## config.mk

```make
export PLATFORM = sky130hd
export DESIGN_NAME = vga_sync_decoder
export DESIGN_NICKNAME = d
export VERILOG_FILES = /design/src/rtl/vga_sync_decoder.sv
export SDC_FILE = /design/constraint.sdc
export NUM_CORES = 1
export LEC_CHECK = 0
export BUFFER_PORTS_ARGS = -buffer_cell sky130_fd_sc_hd__buf_2
export CAP_MARGIN = 20
export CORE_AREA = 2 2 115 117
export DETAILED_ROUTE_END_ITERATION = 16
export DIE_AREA = 0 0 117 119
export GPL_TIMING_DRIVEN = 0
export PLACE_DENSITY = 0.87
export SLEW_MARGIN = 0
export SYNTH_ARGS = -nofsm -noshare
export SYNTH_HDL_FRONTEND = slang
export SYNTH_SLANG_ARGS = --single-unit
export TNS_END_PERCENT = 5
```

## constraint.sdc

```tcl
create_clock -name clk -period 3.6 [get_ports clk]
set_input_delay 0.54 -clock clk [delete_from_list [all_inputs] [get_ports clk]]
set_output_delay 0.54 -clock clk [all_outputs]
set_load 0.005 [all_outputs]
```

## src/rtl/vga_sync_decoder.sv

```systemverilog
// rtl/vga_sync_decoder.sv - VGA sink: timing lock, pixel coordinate recovery, frame checksum
module vga_sync_decoder #(
    parameter int CORDW    = 16,
    parameter int H_TOTAL  = 800,
    parameter int H_ACTIVE = 640,
    parameter int V_ACTIVE = 480,
    parameter int CHANW    = 4
) (
    input  logic                 clk,
    input  logic                 reset,
    input  logic                 vga_hsync,
    input  logic                 vga_vsync,
    input  logic                 blank_n,
    input  logic [7:0]           vga_r,
    input  logic [7:0]           vga_g,
    input  logic [7:0]           vga_b,
    output logic [CORDW-1:0]     px,
    output logic [CORDW-1:0]     py,
    output logic                 pix_valid,
    output logic [3*CHANW-1:0]   pix_colr,
    output logic                 locked,
    output logic                 frame_done,
    output logic [15:0]          checksum,
    output logic [CORDW-1:0]     line_count,
    output logic                 sync_err
);

    typedef enum logic [1:0] {SEARCH, ALIGN, LOCKED} state_t;

    state_t             r_state;
    state_t             w_state_next;
    logic               r_prev_hs;
    logic               r_prev_vs;
    logic               r_prev_bl;
    logic [11:0]        r_hcnt;
    logic [CORDW-1:0]   r_xcnt;
    logic [CORDW-1:0]   r_ycnt;
    logic [15:0]        r_acc;

    logic               w_hs_fall;
    logic               w_vs_fall;
    logic               w_bl_rise;
    logic               w_bl_fall;
    logic               w_period_ok;
    logic               w_hs_bad;
    logic               w_in_lock;
    logic               w_enter_lock;
    logic               w_frame_end;
    logic               w_line_err;
    logic               w_pix;
    logic [CORDW-1:0]   w_x;
    logic [CORDW-1:0]   w_x_inc;
    logic [3*CHANW-1:0] w_colr;
    logic [15:0]        w_colr_ext;
    logic               w_unused_lsbs;

    assign w_hs_fall   = r_prev_hs & ~vga_hsync;
    assign w_vs_fall   = r_prev_vs & ~vga_vsync;
    assign w_bl_rise   = ~r_prev_bl & blank_n;
    assign w_bl_fall   = r_prev_bl & ~blank_n;
    // A saturated hcnt can never match, whatever H_TOTAL is
    assign w_period_ok = (r_hcnt != 12'hFFF) && (({1'b0, r_hcnt} + 13'd1) == 13'(H_TOTAL));
    assign w_hs_bad    = w_hs_fall & ~w_period_ok;

    assign w_in_lock    = (r_state == LOCKED);
    assign w_enter_lock = (r_state == ALIGN) && !w_hs_bad && w_vs_fall;
    assign w_frame_end  = w_in_lock && w_vs_fall && !w_hs_bad;
    assign w_line_err   = w_in_lock && w_bl_fall && (r_xcnt != CORDW'(H_ACTIVE));
    assign w_pix        = w_in_lock && blank_n;

    assign w_x        = w_bl_rise ? '0 : r_xcnt;
    assign w_x_inc    = (w_x == {CORDW{1'b1}}) ? w_x : w_x + CORDW'(1);
    assign w_colr     = {vga_r[7 -: CHANW], vga_g[7 -: CHANW], vga_b[7 -: CHANW]};
    assign w_colr_ext = 16'(w_colr);
    assign w_unused_lsbs = ^{vga_r[7-CHANW:0], vga_g[7-CHANW:0], vga_b[7-CHANW:0]};

    assign locked = w_in_lock;

    always_comb begin
        w_state_next = r_state;
        case (r_state)
            SEARCH: if (w_hs_fall && w_period_ok) w_state_next = ALIGN;
            ALIGN: begin
                if (w_hs_bad)       w_state_next = SEARCH;
                else if (w_vs_fall) w_state_next = LOCKED;
            end
            LOCKED: if (w_hs_bad) w_state_next = SEARCH;
            default: w_state_next = SEARCH;
        endcase
    end

    always_ff @(posedge clk or negedge reset) begin
        if (!reset) begin
            r_state    <= SEARCH;
            r_prev_hs  <= 1'b1;
            r_prev_vs  <= 1'b1;
            r_prev_bl  <= 1'b0;
            r_hcnt     <= '0;
            r_xcnt     <= '0;
            r_ycnt     <= '0;
            r_acc      <= '0;
            px         <= '0;
            py         <= '0;
            pix_valid  <= 1'b0;
            pix_colr   <= '0;
            frame_done <= 1'b0;
            checksum   <= '0;
            line_count <= '0;
            sync_err   <= 1'b0;
        end else begin
            r_state   <= w_state_next;
            r_prev_hs <= vga_hsync;
            r_prev_vs <= vga_vsync;
            r_prev_bl <= blank_n;

            if (w_hs_fall)               r_hcnt <= '0;
            else if (r_hcnt != 12'hFFF)  r_hcnt <= r_hcnt + 12'd1;

            if (w_pix) r_xcnt <= w_x_inc;

            if (w_enter_lock || w_frame_end)
                r_ycnt <= '0;
            else if (w_in_lock && w_bl_fall && (r_ycnt != {CORDW{1'b1}}))
                r_ycnt <= r_ycnt + CORDW'(1);

            // A pixel sampled together with the vsync fall opens the new frame's sum
            if (w_enter_lock)     r_acc <= '0;
            else if (w_frame_end) r_acc <= w_pix ? w_colr_ext : 16'd0;
            else if (w_pix)       r_acc <= r_acc + w_colr_ext;

            pix_valid <= w_pix;
            if (w_pix) begin
                px       <= w_x;
                py       <= r_ycnt;
                pix_colr <= w_colr;
            end

            frame_done <= w_frame_end;
            if (w_frame_end) begin
                checksum   <= r_acc;
                line_count <= r_ycnt;
            end

            sync_err <= (w_in_lock && w_hs_bad) || w_line_err ||
                        (w_frame_end && (r_ycnt != CORDW'(V_ACTIVE)));
        end
    end

endmodule

```

==> flow_summary.toml <==
[clock_network]
clockBufferDepth = 2
post_cts_resized = 0
path_clk_slew_ns = 0.06
clkSinkCount = 144
clk_latency_ns = 0.43
htreeDepth = 4
numCtsBuffers = 17
cts_setup_buffers = 0
clock-root-buffer = "clkbuf_16"
cts_tree = "built"
postCtsHoldBufs = 0

[placed_design]
place_hpwl_um = 11440
placedInstanceArea_um2 = 7789
finalWeightedCongestion = 0.8929
port-buffer-count = 96

[worst_setup_path]
crit_fanout = 9
cp.required_ns = 3.89
worstSetupStartpointType = "flop"
endpoint_kind = "flop"
critPathKind = "flop to flop"
critPathArrivalTime_ns = 3.66

[route]
routed_wl_um = 16970
vias = 5671
vias_per_cell = 5.694
postRouteAntennaNets = 0
drt-wirelength-per-cell_um = 17.04
drc = 0
drtIter0Drc = 535
dr.pass1.iters = 7

[floorplan]
start_util = 0.5479
io_pins = 109
die_w_um = 117
die_h_um = 119
core_area_um2 = 12870
dieArea_um2 = 13920
std_cell_rows = 42

[synthesis]
yosys_warnings = 0
netlist_top_cells_count = "nand2_1 (152), dfrtp_1 (142), nor2_1 (38)"
synth_area_leaders = "dfrtp_1 (50%), nand2_1 (8.1%), mux2_4 (6.2%), ha_1 (3.0%), xnor2_1 (3.0%)"
synth_nets = 739
synth_top_area_frac = 0.5037
synth.avg_cell_area_um2 = 10.19
synth.largest_area_cell = "dfrtp_1"
ys_async_sr_fraction = 1.000
yosysMostFrequentCell = "nand2_1"
synth_seq_cells = 144
synth_area_um2 = 7054
synth-seq-area-share = 0.5112
synth_edf_count = 0
ys_types = 59
synth_ff_type = "dfrtp_1"
synthCells = 692

[sta]
post-route-period-util = 0.9359
clock_skew_ns = 0.009008
relSlewSlack = 0.4581
hold_viol = 0
worst_pin_slew_ns = 0.8099
setup_viol = 0
fin_setup_tns_ns = 0
max_freq_mhz = 296.8
finalMaxSlewViolations = 0
fin_crit_ns = 3.369
rsz0062_at_grt = "no"

[layout]
n_antenna_cell = 0
nFillCells = 971
area_delta_synth_final_pct = 19.07
seq_area_um2 = 3606
nets = 855
final_cell_area_um2 = 8399
drive_gt1_frac = 0.2171
multiInputGateArea_um2 = 3233

[global_routing]
first_global_vias = 5503
grtUsageTotal = 0.2559
grt_max_degree = 81
grt_pass1_wl_um = 27430
antenna_found_initial = 0
overflow = 0

[hold_path]
hp-class = "input port to asynchronous set/reset pin"

[power_and_ir_drop]
p_total_uw = 5317
p_leak_uw = 0.004323
power_density_nw_per_um2 = 633.0
peakVddDrop_mv = 0.3973

[job]
maxCapViolations = 0

[run_status]
status = "finished, final reports clean"
[worst paths after layout]
path / from / end / slack [ns] / cells after the start
min in group clk: vga_hsync / r_prev_hs / 0.23 / 1
max in group asynchronous: reset / r_prev_vs / 2.69 / 2
max reg2reg: r_hcnt[0] / r_acc[8] / 0.23 / 9
min: reset / checksum[0] / 0.10 / 1
min reg2reg: px[1] / px[1] / 0.47 / 2
max: r_hcnt[0] / r_acc[8] / 0.23 / 9
[report_power, final]
part / internal, µW / leakage, µW / switching [µW] / total (µW)
clock network: 1130 / 0.000292 / 698 / 1820
logic: 649 / 0.00209 / 683 / 1330
registers: 1920 / 0.00194 / 244 / 2160
total: 3690 / 0.00432 / 1620 / 5320
[layout make-up]
type | count | share of cell area
clock buffer | 19 | 0.05393
sequential | 144 | 0.4293
clock inverter | 12 | 0.01877
timing repair buffer | 97 | 0.06122
inverter | 17 | 0.007597
multi-input combinational | 501 | 0.3849
buffer | 30 | 0.01802
tap | 176 | 0.02622
[sequential cells by signal, summed over array words and instances (netlist names)]
signal,flops
r_state,2
pix_colr,12
r_xcnt,16
r_acc,16
r_prev_vs,1
r_prev_bl,1
line_count,16
py,16
pix_valid,1
r_prev_hs,1
frame_done,1
checksum,16
px,16
r_ycnt,16
sync_err,1
r_hcnt,12
[worst max-delay path, cell delays in order, from the launching register on]
cell	delay, ns
dfrtp_1	0.50
ha_1	0.19
buf_2	0.18
nand4_1	0.15
or4_1	0.53
a221oi_2	0.26
a31oi_1	0.22
nor2_1	0.69
nor2_1	0.31
o2bb2ai_1	0.21
[layout by cell type (no fill, tap or decap), types with 7 or more instances in the layout]
cell,n
nand2_1,152
nand4_1,13
or3_1,7
o22ai_1,7
buf_2,99
xor2_1,16
nor3_1,10
clkbuf_16,17
nor2b_1,8
mux2_4,29
nor4_1,7
o21ai_0,17
nand3_1,36
a21oi_1,24
mux2i_1,16
nor2_1,38
dfrtp_1,142
inv_1,17
and3_1,11
xnor2_1,24
ha_1,17
clkbuf_1,15
[logic make-up after synthesis]
kind of cell	after synthesis	synth area share
AOI/OAI and AO/OA	83	0.07769
xor gates and xnor gates	40	0.04966
adders and majority gates	18	0.03299
buffers and inverters	47	0.03051
DFF	144	0.5112
muxes	50	0.09241
and+or+nand+nor	310	0.2056
[per-stage QoR]
step           std cells  hold WS [ns]  utilization  setup slack, ns
2_1_floorplan        692        0.2444            -           0.9081
3_3_place_gp         964        0.4470       0.6023          0.01046
3_5_place_dp         965        0.4553       0.6050           0.3354
4_1_cts              996        0.1232       0.6524           0.2660
5_1_grt              996        0.1419       0.6524         0.002547
6_report             996        0.1035       0.6524           0.2309
[layer usage]
layer  track usage  wire (µm)
met4        0.1044        459
met3       0.07074       1065
met1        0.3407       7251
met5             0          0
met2        0.3956       8196
(Power assumes the default switching activity.)
